## config.mk

```make
export PLATFORM = sky130hd
export DESIGN_NAME = decode_fetch_queue
export DESIGN_NICKNAME = d
export VERILOG_FILES = /design/src/rtl/decode_fetch_queue.sv
export SDC_FILE = /design/constraint.sdc
export NUM_CORES = 2
export LEC_CHECK = 0
export BUFFER_PORTS_ARGS = -buffer_cell sky130_fd_sc_hd__buf_2
export CAP_MARGIN = 5
export CELL_PAD_IN_SITES_DETAIL_PLACEMENT = 0
export CELL_PAD_IN_SITES_GLOBAL_PLACEMENT = 1
export CORE_MARGIN = 2
export CORE_UTILIZATION = 45
export DETAILED_ROUTE_END_ITERATION = 6
export PLACE_DENSITY = 0.77
export SYNTH_ARGS = -nofsm -noshare
export SYNTH_HDL_FRONTEND = slang
export SYNTH_SLANG_ARGS = --single-unit
```

## constraint.sdc

```tcl
create_clock -name clock_i -period 33.3 [get_ports clock_i]
set_input_delay 6.66 -clock clock_i [delete_from_list [all_inputs] [get_ports clock_i]]
set_output_delay 6.66 -clock clock_i [all_outputs]
set_load 0.01 [all_outputs]
```

## src/rtl/decode_fetch_queue.sv

```systemverilog
// Instruction buffer feeding the decode format-scan stage: stamps each accepted
// fetch word with a major ID, queues it, and issues one word per cycle.
module decode_fetch_queue #(
    parameter int addressWidth            = 64,
    parameter int instructionWidth        = 32,
    parameter int PidSize                 = 20,
    parameter int TidSize                 = 16,
    parameter int instructionCounterWidth = 64,
    parameter int queueDepth              = 8,
    parameter int queueIndexWidth         = 3
) (
    input  logic                               clock_i,
    input  logic                               resetn_i,
    input  logic                               fetchEnable_i,
    input  logic [instructionWidth-1:0]        fetchInstruction_i,
    input  logic [addressWidth-1:0]            fetchAddress_i,
    input  logic [PidSize-1:0]                 fetchPid_i,
    input  logic [TidSize-1:0]                 fetchTid_i,
    input  logic                               flush_i,
    input  logic                               stall_i,
    output logic                               full_o,
    output logic                               empty_o,
    output logic [queueIndexWidth:0]           occupancy_o,
    output logic                               overflow_o,
    output logic                               outputEnable_o,
    output logic [instructionWidth-1:0]        instruction_o,
    output logic [addressWidth-1:0]            instructionAddress_o,
    output logic [PidSize-1:0]                 instructionPid_o,
    output logic [TidSize-1:0]                 instructionTid_o,
    output logic [instructionCounterWidth-1:0] instructionMajId_o
);

    localparam logic [queueIndexWidth:0] depth_count = (queueIndexWidth+1)'(queueDepth);

    logic [queueIndexWidth-1:0]         head;
    logic [queueIndexWidth-1:0]         tail;
    logic [queueIndexWidth:0]           count;
    logic [instructionCounterWidth-1:0] maj_id;

    logic [instructionWidth-1:0]        mem_instr [queueDepth];
    logic [addressWidth-1:0]            mem_addr  [queueDepth];
    logic [PidSize-1:0]                 mem_pid   [queueDepth];
    logic [TidSize-1:0]                 mem_tid   [queueDepth];
    logic [instructionCounterWidth-1:0] mem_id    [queueDepth];

    logic push;
    logic pop;

    assign full_o      = (count == depth_count);
    assign empty_o     = (count == '0);
    assign occupancy_o = count;

    // Push is judged against the registered full flag, so a same-edge pop never frees room.
    assign push = fetchEnable_i && !full_o && !flush_i;
    assign pop  = !stall_i && !empty_o && !flush_i;

    // Storage carries no reset; entries are only read once written.
    always_ff @(posedge clock_i) begin
        if (push) begin
            mem_instr[tail] <= fetchInstruction_i;
            mem_addr[tail]  <= fetchAddress_i;
            mem_pid[tail]   <= fetchPid_i;
            mem_tid[tail]   <= fetchTid_i;
            mem_id[tail]    <= maj_id;
        end
    end

    always_ff @(posedge clock_i or negedge resetn_i) begin
        if (!resetn_i) begin
            head                 <= '0;
            tail                 <= '0;
            count                <= '0;
            maj_id               <= '0;
            overflow_o           <= 1'b0;
            outputEnable_o       <= 1'b0;
            instruction_o        <= '0;
            instructionAddress_o <= '0;
            instructionPid_o     <= '0;
            instructionTid_o     <= '0;
            instructionMajId_o   <= '0;
        end else begin
            overflow_o <= fetchEnable_i && full_o && !flush_i;
            if (flush_i) begin
                // The ID counter survives a flush so IDs stay unique across redirects.
                head           <= '0;
                tail           <= '0;
                count          <= '0;
                outputEnable_o <= 1'b0;
            end else begin
                if (push) begin
                    tail   <= tail + 1'b1;
                    maj_id <= maj_id + 1'b1;
                end
                if (pop) begin
                    head                 <= head + 1'b1;
                    outputEnable_o       <= 1'b1;
                    instruction_o        <= mem_instr[head];
                    instructionAddress_o <= mem_addr[head];
                    instructionPid_o     <= mem_pid[head];
                    instructionTid_o     <= mem_tid[head];
                    instructionMajId_o   <= mem_id[head];
                end else if (!stall_i) begin
                    outputEnable_o <= 1'b0;
                end
                case ({push, pop})
                    2'b10:   count <= count + 1'b1;
                    2'b01:   count <= count - 1'b1;
                    default: count <= count;
                endcase
            end
        end
    end

endmodule

```

**After elaboration in Yosys (flattened, before gate mapping)**

Memories as Yosys holds them, arrays and structs flattened. A register that Yosys moved wholly into a read port is not among the register bits.
Index checks and enable logic that the tools add are counted.

- RAM bits: 1568
- Register bits: 76
- Output and inout bits: 204
- Bits of input ports: 137
- Logic and storage cells: 53
- Memories: 5

- Add/sub/neg operators: 5
- Mux-type cells: 11
- Bitwise gates (word level): 1
- Eq/ne operators: 4
- Reductions and logical operators: 21

Memory list:

| memory | words | bits a word | rd ports | clocked after Yosys merged registers in | write ports | line | source |
|---|---|---|---|---|---|---|---|
| mem_addr | 8 | 64 | 1 | 1 | 1 | 41 | `logic [addressWidth-1:0] mem_addr [queueDepth];` |
| mem_id | 8 | 64 | 1 | 1 | 1 | 44 | `logic [instructionCounterWidth-1:0] mem_id [queueDepth];` |
| mem_instr | 8 | 32 | 1 | 1 | 1 | 40 | `logic [instructionWidth-1:0] mem_instr [queueDepth];` |
| mem_pid | 8 | 20 | 1 | 1 | 1 | 42 | `logic [PidSize-1:0] mem_pid [queueDepth];` |
| mem_tid | 8 | 16 | 1 | 1 | 1 | 43 | `logic [TidSize-1:0] mem_tid [queueDepth];` |

Operators by type and width:

| operator | number |
|---|---|
| adder 64 x 1 -> 64 bit (second input constant) | 1 |
| 2-to-1 mux 3 bit | 4 |
| zero test 1 bit | 9 |
| one-hot mux 4 bit (2 select lines) | 1 |
| adder 3 x 1 -> 3 bit (second input constant) | 2 |
| logical AND 1 bit | 6 |
| 2-to-1 mux 1 bit | 5 |
| adder 4 x 1 -> 4 bit (second input constant) | 1 |
| == test 4 bit (second input constant) | 1 |
| zero test 4 bit | 1 |
| 2-to-1 mux 4 bit | 1 |
| AND reduction 2 bit | 2 |
| nonzero test 2 bit | 2 |
| subtractor 4 x 1 -> 4 bit (second input constant) | 1 |
| inequality test 3 x 2 -> 1 bit (second input constant) | 1 |
| nonzero test 3 bit | 1 |
| == test 2 x 1 -> 1 bit (second input constant) | 1 |
| == test 2 bit (second input constant) | 1 |
| NOT 1 bit | 1 |

**Logic depth before layout (Yosys ltp)**

- Depth after elaboration: 7
- Mapped depth: 12
- Depth with buffers taken out: 10

**Worst setup path after synthesis**

OpenSTA, ideal clock, no wires.

- Path type: input-to-reg
- Start: input port fetchEnable_i
- End: memory mem_addr[4][0], enable pin
- Stages on the path: 3
- Data required time: 32.001 ns
- Arrival: 26.980 ns
- Library setup time: 1.299 ns
- Path slack: 5.020 ns
- Cell sequence: nor2b_1 nand2_1 nor4b_1

- Word-level cells in the longest chain between the ends: 4

Ends and longest elaborated chain:

| item | line | source |
|---|---|---|
| start: declaration | 14 | `input logic fetchEnable_i,` |
| logical AND 1 bit (2 in series) | 54 | `assign push = fetchEnable_i && !full_o && !flush_i;` |
| 2-to-1 mux 1 bit | 59 | `if (push) begin` |
| 2-to-1 mux 1 bit (implied by the code) | 61 | `mem_addr[tail] <= fetchAddress_i;` |
| end: declaration | 41 |  |

No other way between the ends.

**Worst setup path in the final report**

- Start: register count[0], in the netlist occupancy_o[0]
- End: output port full_o

- Word-level cells in the longest chain between the ends: 1

Ends and longest elaborated chain:

| item | line | source |
|---|---|---|
| start: declaration | 37 | `logic [queueIndexWidth:0] count;` |
| start signal: assignment | 106 | `2'b10: count <= count + 1'b1;` |
| start signal: assignment | 107 | `2'b01: count <= count - 1'b1;` |
| start signal: assignment | 108 | `default: count <= count;` |
| == test 4 bit | 49 | `assign full_o = (count == depth_count);` |
| end: declaration | 21 | `output logic full_o,` |

No other way between the ends.

==> results.md <==
* Crit. End Element: primary output
* Relative slew slack at 24.9%
* Total design power at 5.93 mW
* WL final at 144,000 um
* Post-synth EDFFs at 1,568
* Die Y at 395 um
* # rows at 143
* Worst vdd ir at 0.0000611 V
* Num CTS Buffers at 182
* P per Cell Area at 75.0 nW/um^2
* Status: complete, no violations
* Worst Hold Class: reg -> reg
* Clock root buffer: clkbuf_16
* Longest Clk Path Bufs at 3
* Number of remaining DRC errors at 0
* Mean Syn Cell Area at 21.2 um^2
* Final setup fails at 0
* Clock Skew at 0.0285 ns
* Top cells by area, synth: edfxtp_1, mux4_2, dfrtp_1, mux2i_1, o21ai_0
* Sequential cell area fraction in the yosys report at 78.2%
* Via/cell ratio at 5.49
* Drt first pass iters at 5
* Hold Violations, Final at 0
* Non-filler cells, final at 5,863
* DR vias at 32.2k
* Full die area at 156,000 um^2
* Cell area after synthesis at 68,900 um^2
* Syn Nets at 3,392
* FFs w/ async S/R, synth at 14.8%
* Crit path DAT at 2.53 ns
* Placer Congestion at 0.720
* Clk slew on worst S/H paths at 0.06 ns
* Startpoint Class: flip-flop
* Fin util at 52.0%
* Combinational Power Share at 18.2%
* Reg power frac at 47.4%
* Total grt overflow at 0
* FMAX at 109 MHz
* Critical Path RT at 26.64 ns
* Max Cap Violations at 0
* Synth unique cells at 45
* Post_cts resized at 0
* Fraction of layout instances using a drive strength above 1 at 28.3%
* Count leader, synth: edfxtp_1
* Yosys top cell by area: edfxtp_1
* Top cells by count, synth: edfxtp_1, mux4_2, dfrtp_1, nand2_1, o21ai_0
* Leakage at 26.4 nW
* Hold Buf Count CTS at 0
* Gr usage total at 18.5%
* Post-DP HPWL at 81,300 um
* Slew Viols, Final at 0
* Port bufs at 340
* NetSw at 1.55 mW
* H-tree level count at 4
* RSZ-0062 raised after global routing: false
* Share of the synthesized area in the top cell type at 68.3%
* Antenna violations before repair at 34
* DR WL/cell at 24.5 um
* Setup_tns at 0 ns
* Horiz. Die Dim at 395 um
* CP Class: reg -> out
* Starting Density at 45.4%
* Final min period at 9.19 ns
* Final worst path period share at 27.6%
* Vias in the first global route at 32.9k
* Synth-to-layout area growth at 14.7%
* Post-CTS Setup Inserts at 0
* Cells after Synth at 3,249
* Worst skew pair latency at 0.79 ns
* Placed Cells at 5,514
* First-pass GRT wire length at 215,000 um
* Clock power share at 34.3%
* Sw frac at 26.1%
* First DRT Iteration DRCs at 2,691
* CTS sink count at 1,840
* Internal Pwr Total at 4.38 mW
* Yosys warnings at 0
* Post-synthesis register bit count at 1,840
* Largest net degree at the start of global routing at 114
* Ys flop type: edfxtp_1
* I/O pin count at 341
* TritonCTS clock tree: done
* Critical path fanouts, max at 8
* Post-layout nets at 3,811
* Core region area at 152,000 um^2
* Worst-margin pin slew at 1.12 ns
* ANT nets after route at 0
-- layout by cell type (no fill, tap or decap), types with 3 or more instances in the layout --
| cell | instances |
|---|---|
| buf_4 | 51 |
| edfxtp_1 | 1568 |
| dfrtp_4 | 3 |
| clkbuf_8 | 23 |
| clkbuf_1 | 48 |
| nand2_1 | 233 |
| nand3_1 | 14 |
| inv_6 | 4 |
| nor4_2 | 4 |
| buf_12 | 5 |
| mux4_2 | 392 |
| nor4_1 | 6 |
| clkbuf_16 | 184 |
| nor3_1 | 13 |
| mux2i_1 | 197 |
| clkinv_1 | 26 |
| xnor2_1 | 33 |
| clkinvlp_4 | 5 |
| buf_2 | 339 |
| clkinv_8 | 6 |
| o21ai_0 | 199 |
| and4_1 | 5 |
| ha_1 | 5 |
| and3_1 | 4 |
| or3_1 | 5 |
| diode_2 | 10 |
| a21oi_1 | 5 |
| nor3_2 | 6 |
| xor2_1 | 36 |
| and2_1 | 4 |
| clkinv_2 | 24 |
| bufinv_16 | 16 |
| inv_1 | 9 |
| dfrtp_1 | 269 |
| nand4_1 | 19 |
| nor2_1 | 32 |
-- path summary, 6_finish.rpt --
path	start	end	slack, ns	depth (start not counted)
max	occupancy_o[0]	full_o	24.11	3
min	instructionAddress_o[22]	instructionAddress_o[22]	0.47	2
max reg2reg	head[1]	instructionTid_o[15]	28.32	7
min reg2reg	instructionAddress_o[22]	instructionAddress_o[22]	0.47	2
max in group asynchronous	resetn_i	instruction_o[25]	25.37	3
min in group asynchronous	resetn_i	instructionAddress_o[20]	5.79	1
-- power groups by stage --
stage	Sequential (mW)	Clock (mW)	Combinational [mW]
after floorplan	2.90	0	0.709
after global placement	2.86	0	1.10
after detailed placement	2.86	0	1.11
after CTS	2.82	2.08	1.12
after global routing	2.83	2.17	1.19
final	2.81	2.04	1.08
-- metrics by stage --
| step | instance area (um^2) | setup slack, ns | hold WS, ns |
|---|---|---|---|
| 6_report | 79000 | 24.11 | 0.471 |
| 3_3_place_gp | 73000 | 23.48 | 0.459 |
| 4_1_cts | 79000 | 24.04 | 0.478 |
| 3_5_place_dp | 73000 | 23.48 | 0.465 |
| 5_1_grt | 79000 | 23.98 | 0.489 |
| 2_1_floorplan | 68900 | 5.02 | 0.514 |
-- cell type report --
type                       count  area (um^2)
tap                         2030         2540
antenna                       10         25.0
clock buffer                 255         5100
multi-input combinational   1238        14300
clock inverter                84          908
inverter                      10         37.5
sequential                  1840        53900
timing repair buffer         396         2190
fill                       11800        72900
-- layer usage --
metal	track usage (%)	share of wire, %	up-vias
li1	-	-	14000
met1	26.0	42	17000
met2	29.9	49	915
met3	3.72	6.5	235
met4	4.45	2.0	20
met5	0	0.083	-
-- kinds of logic (layout without fill, tap and decap cells) --
group,count (synthesis),after routing,share of synthesized area [%]
flops,1840,1840,78.2
buf+inv,171,745,1.06
fa+ha+maj,6,6,0.120
compound gates,210,210,1.55
xor+xnor,69,69,0.877
simple gates,364,364,2.49
mux,589,589,15.7
other cells,0,10,0
-- registers in the layout, summed over array words and instances, names as in the netlist, 32 cells and up --
signal and flops:
instructionAddress_o 64, instructionMajId_o 64, instruction_o 32, maj_id 64, mem_addr 512, mem_id 512, mem_instr 256, mem_pid 160
mem_tid 128
-- worst max-delay path, stage by stage, from the launching register on --
cell,delay (ns)
dfrtp_1,0.48
or4b_1,0.74
inv_2,0.25
buf_2,0.26
(Power assumes the default switching activity.)
